==> config.mk <==
export PLATFORM = sky130hd
export DESIGN_NAME = weight_loader
export DESIGN_NICKNAME = d
export VERILOG_FILES = /design/src/rtl/weight_loader.sv
export SDC_FILE = /design/constraint.sdc
export NUM_CORES = 2
export LEC_CHECK = 0
export CORE_MARGIN = 1.5
export CORE_UTILIZATION = 28
export CTS_CLUSTER_SIZE = 30
export DETAILED_ROUTE_END_ITERATION = 12
export PLACE_DENSITY = 0.57
export SLEW_MARGIN = 20
export SYNTH_ARGS = -nofsm -noshare
export SYNTH_HDL_FRONTEND = slang
export SYNTH_SLANG_ARGS = --single-unit
==> constraint.sdc <==
create_clock -name clk -period 2.4 [get_ports clk]
set_input_delay 0.48 -clock clk [delete_from_list [all_inputs] [get_ports clk]]
set_output_delay 0.48 -clock clk [all_outputs]
set_load 0.03 [all_outputs]
==> src/rtl/weight_loader.sv <==
// weight_loader: serial writer for a neuron weight/bias bank with atomic shadow-to-active commit
// Optional feature macro: WEIGHT_CHECKSUM_EN (adds CHECK state, running sum and chk_err).
// Ports:
//   clk, rst_n            clock, asynchronous active-low reset
//   load_start, abort     frame start/restart pulse, frame drop
//   s_valid, s_data       stream word in; s_ready out (accept on s_valid && s_ready)
//   weights               active bank, word k at [k*WIDTH +: WIDTH] (index N_IN is the bias)
//   w_update              1-cycle pulse coincident with a new weights value
//   busy                  high whenever the loader is not idle
//   chk_err               1-cycle pulse on checksum mismatch (tied 0 without the macro)
module weight_loader #(
    parameter int N_IN  = 32,
    parameter int WIDTH = 32
) (
    input  logic                        clk,
    input  logic                        rst_n,
    input  logic                        load_start,
    input  logic                        abort,
    input  logic                        s_valid,
    input  logic [WIDTH-1:0]            s_data,
    output logic                        s_ready,
    output logic [(N_IN+1)*WIDTH-1:0]   weights,
    output logic                        w_update,
    output logic                        busy,
    output logic                        chk_err
);
    localparam int IW = $clog2(N_IN + 2);
    localparam logic [IW-1:0] LAST = IW'(N_IN);

    typedef enum logic [1:0] {
        IDLE,
        LOAD,
`ifdef WEIGHT_CHECKSUM_EN
        CHECK,
`endif
        COMMIT
    } state_t;

    state_t           state_q;
    logic [IW-1:0]    idx_q;
    logic [WIDTH-1:0] shadow_q  [N_IN+1];
    logic [WIDTH-1:0] weights_q [N_IN+1];
    logic             w_update_q;
`ifdef WEIGHT_CHECKSUM_EN
    logic [WIDTH-1:0] sum_q;
    logic             chk_err_q;
`endif

    always_ff @(posedge clk or negedge rst_n) begin
        if (!rst_n) begin
            state_q    <= IDLE;
            idx_q      <= '0;
            w_update_q <= 1'b0;
            for (int k = 0; k <= N_IN; k++) begin
                shadow_q[k]  <= '0;
                weights_q[k] <= '0;
            end
`ifdef WEIGHT_CHECKSUM_EN
            sum_q      <= '0;
            chk_err_q  <= 1'b0;
`endif
        end else begin
            w_update_q <= 1'b0;
`ifdef WEIGHT_CHECKSUM_EN
            chk_err_q  <= 1'b0;
`endif
            case (state_q)
                IDLE: begin
                    // abort has priority over a simultaneous start
                    if (load_start && !abort) begin
                        state_q <= LOAD;
                        idx_q   <= '0;
`ifdef WEIGHT_CHECKSUM_EN
                        sum_q   <= '0;
`endif
                    end
                end
                LOAD: begin
                    if (abort) begin
                        state_q <= IDLE;
                    end else if (load_start) begin
                        // restart; a word presented on this edge is dropped
                        idx_q <= '0;
`ifdef WEIGHT_CHECKSUM_EN
                        sum_q <= '0;
`endif
                    end else if (s_valid) begin
                        shadow_q[idx_q] <= s_data;
`ifdef WEIGHT_CHECKSUM_EN
                        sum_q <= sum_q + s_data;
`endif
                        if (idx_q == LAST) begin
                            idx_q <= '0;
`ifdef WEIGHT_CHECKSUM_EN
                            state_q <= CHECK;
`else
                            state_q <= COMMIT;
`endif
                        end else begin
                            idx_q <= idx_q + IW'(1);
                        end
                    end
                end
`ifdef WEIGHT_CHECKSUM_EN
                CHECK: begin
                    if (abort) begin
                        state_q <= IDLE;
                    end else if (load_start) begin
                        state_q <= LOAD;
                        idx_q   <= '0;
                        sum_q   <= '0;
                    end else if (s_valid) begin
                        if (s_data == sum_q) begin
                            state_q <= COMMIT;
                        end else begin
                            state_q   <= IDLE;
                            chk_err_q <= 1'b1;
                        end
                    end
                end
`endif
                COMMIT: begin
                    // abort and load_start are ignored here: the commit always completes
                    weights_q  <= shadow_q;
                    w_update_q <= 1'b1;
                    state_q    <= IDLE;
                end
                default: state_q <= IDLE;
            endcase
        end
    end

`ifdef WEIGHT_CHECKSUM_EN
    assign s_ready = (state_q == LOAD) || (state_q == CHECK);
    assign chk_err = chk_err_q;
`else
    assign s_ready = (state_q == LOAD);
    assign chk_err = 1'b0;
`endif
    assign busy     = (state_q != IDLE);
    assign w_update = w_update_q;

    for (genvar g = 0; g <= N_IN; g++) begin : g_pack
        assign weights[g*WIDTH +: WIDTH] = weights_q[g];
    end
endmodule
==> impl_results.md <==
- Status: completed
- DRT iter0 DRCs: 4661
- Startpoint Class: flip-flop
- Overall routed net length: 285 mm
- PwrDens: between 700 and 800 nW/um^2
- Yosys top cell by area: dfrtp_1
- Core footprint: between 200000 and 300000 um^2
- Max Fanout on Critical Path: 2
- Crit. End Element: output port
- Synth cell types: 32
- Cells on worst reg2reg path: 5
- Layout cells sized above 1: 0.204
- Routed len/inst: 24.0 um
- Row count: 195
- Register area share after synthesis: 0.669
- # H-tree levels: 4
- HPWL after DPL: around 180 mm
- Max stage delay on crit path: 580 ps
- Post-route cell area: 103000 um^2
- Die W: between 500 and 600 um
- Worst slack, placed: -658 ps
- Crit path max-delay family: buffers and inverters
- Fin worst setup slack: 81.1 ps
- Final nets: ~8000
- Crit path from: weights[1005]
- Longest Clk Path Bufs: 4
- Slew @ Worst Pin: 1020 ps
- CTS tree: built
- Min Tclk post-route: 2320 ps
- DIE AREA: 287000 um^2
- CTS buffer count: 224
- Critical path arrival: 1840 ps
- Layout area overhead: 29.4%
- Reg-to-Reg Start: idx_q[2]
- Hold_ws: 119 ps
- Initial Util: 0.281
- Setup CP Type: flip-flop to output port
- Max_cap viols: 0
- Share of Yosys cell area claimed by the top area cell type: 0.669
- Cell area after synthesis: 79400 um^2
- Routability cong.: 0.804
- Congestion Overflow GR: 0
- GR Util met3: 0.0328
- Setup Viol. Count Final: 0
- Max-slew violation count: 0
- Synth top area cells: dfrtp_1 67%, nand2_1 15%, mux2_2 14%
- Via/cell ratio: 4.64
- Number of synthesized register bits: 2121
- Fmax: 0.431 GHz
- Remaining DRCs: 0
- Clock latency on the worst-skew pair: slightly below 900 ps
- Crit path to: weights[1005]
- CP Depth: 1
- IO buf count: 1095
- Vias in the first global route: 55100
- Unrepaired setup endpoints after global routing: false
- Setup TNS: 0 ps
- Largest net degree at the start of global routing: 152
- Drt first pass iters: 6
- Reg2reg end: shadow_q[50]
- I/O pin count: 1097
- Synth warn: 0
- Clk slew on worst S/H paths: 60 ps
- Initial antenna violation count: 48
- Mean area per synthesized cell: between 10 and 15 um^2
- Worst path cell trace: clkdlybuf4s15_1
- Die height: 535 um
- Synthesized instance count: 6888
- Slowest CP cell: clkdlybuf4s15_1
- Worst slew margin: 0.320
- Final Hold Fails: 0
- CTS sink count: 2121
- Synthesized net count: 6927
- CP required: ~1900 ps
- M1 GR Usage: 0.276
- Reg2reg setup slack: 200 ps
- Worst path bufs/invs: 1
- Final Power: 74.1 mW
- First-pass GRT wire length: between 400 and 500 mm
- Skew final: 73.8 ps
- Antenna-violating nets left: 0
- Worst hold path class: input pin to asynchronous set/reset pin
- Clock Root Buffer: clkbuf_16
- GRT met2 Usage: 0.303
- GRT Overall Usage: 0.195
- Vias: 55300
- Area after DPL: 96500 um^2
- VDD IR max: 588 uV
- Final worst-path cycle share: 0.966
- Most Crowded Layer GR: met2
- Static leakage: 58.9 nW
-- metal layers --
layer / vias up / wire length (um)
met5: - / 11
met4: 2 / 9910
met3: 434 / 18500
met2: 2156 / 128000
met1: 28500 / 129000
li1: 24100 / -
-- registers in the layout, indices dropped and copies added (netlist names) --
register  cells
shadow_q   1056
state_q       2
w_update      1
idx_q         6
weights    1056
-- placed cells by master (no fill, tap or decap), types with 11 or more instances in the layout --
| cell | netlist | routed |
|---|---|---|
| bufinv_16 | 0 | 22 |
| nand3_2 | 0 | 16 |
| clkdlybuf4s50_1 | 0 | 11 |
| dfrtp_1 | 2121 | 2120 |
| buf_12 | 0 | 123 |
| buf_4 | 26 | 122 |
| clkbuf_8 | 0 | 41 |
| mux2_1 | 37 | 37 |
| nand2_1 | 3177 | 3177 |
| mux2_2 | 1019 | 1019 |
| dlygate4sd2_1 | 0 | 1045 |
| clkinv_2 | 0 | 34 |
| clkbuf_16 | 0 | 224 |
| buf_2 | 50 | 12 |
| diode_2 | 0 | 16 |
| clkbuf_1 | 356 | 50 |
-- cell usage after synthesis --
master	n
conb_1	1
nand4b_1	1
mux2_1	37
nand2b_2	1
nor4_4	8
nand2b_1	2
dfrtp_1	2121
clkinv_1	3
nand4_1	2
inv_1	2
nor2_1	6
nor4b_2	1
buf_1	9
o221a_2	1
or2_2	1
a21oi_1	1
nand3_1	32
clkbuf_2	1
nor3_2	3
buf_4	26
o311ai_0	1
nand2_1	3177
o21ai_0	7
nor2b_1	1
nor3_1	6
or3_1	4
ha_1	2
and3_1	5
a21o_1	1
mux2_2	1019
buf_2	50
clkbuf_1	356
-- logic make-up after synthesis --
group | after synthesis | synth area share
multiplexers | 1056 | 0.150
AND/OR/NAND/NOR | 3250 | 0.157
buffers and inverters | 447 | 0.0232
flip-flops | 2121 | 0.669
AO/OA/AOI/OAI | 11 | 0.000851
adder cells (fa/ha/maj) | 2 | 0.000315
other | 1 | 0.0000472
-- area by class of cell --
type / count / area, um^2
Clock inverter: 78 / 1070
Fill cell: 27900 / 179000
Tap cell: 3743 / 4680
Sequential cell: 2121 / 53100
Timing Repair Buffer: 1319 / 12800
Multi-Input combinational cell: 4320 / 24700
Inverter: 5 / 33.8
Clock buffer: 315 / 6360
Antenna cell: 16 / 40.0
-- worst register-to-register path, cell delays in order (launching register included) --
cell	delay (ps)
dfrtp_1	640
and3_1	260
nand3_1	180
nor3_4	210
buf_12	230
mux2_2	550
-- where the power goes --
part,internal [mW],switching [mW],total (mW)
sequential,36.2,0.215,36.4
combinational,0.581,1.77,2.35
clock,20.8,14.6,35.4
-- worst min-delay path by stage --
| stage | startpoint | end | slack, ps | cells after the start |
|---|---|---|---|---|
| after floorplan | rst_n | idx_q[0] | 180 | 0 |
| after global placement | rst_n | weights[1002] | 360 | 1 |
| after detailed placement | rst_n | weights[1002] | 350 | 1 |
| after CTS | rst_n | weights[1002] | 60 | 2 |
| after global routing | rst_n | weights[1002] | 90 | 2 |
| final | rst_n | weights[1002] | 120 | 2 |
-- repair_timing --
item                                    4_1_cts  5_1_grt
endpoints found under the setup margin     1048       35
gates resized for setup                    1053        8
hold buffers                                  1        0
buffers inserted                              3        0
pin swaps                                     0        0
endpoints found under the hold margin       399        0
-- stage by stage --
stage               cells   util
finish              11900  0.364
global route        11900  0.364
CTS                 11900  0.364
detailed placement  11500  0.342
global placement    11500  0.342
floorplan            6888      -
No activity file was read; power rests on OpenSTA's default activity.
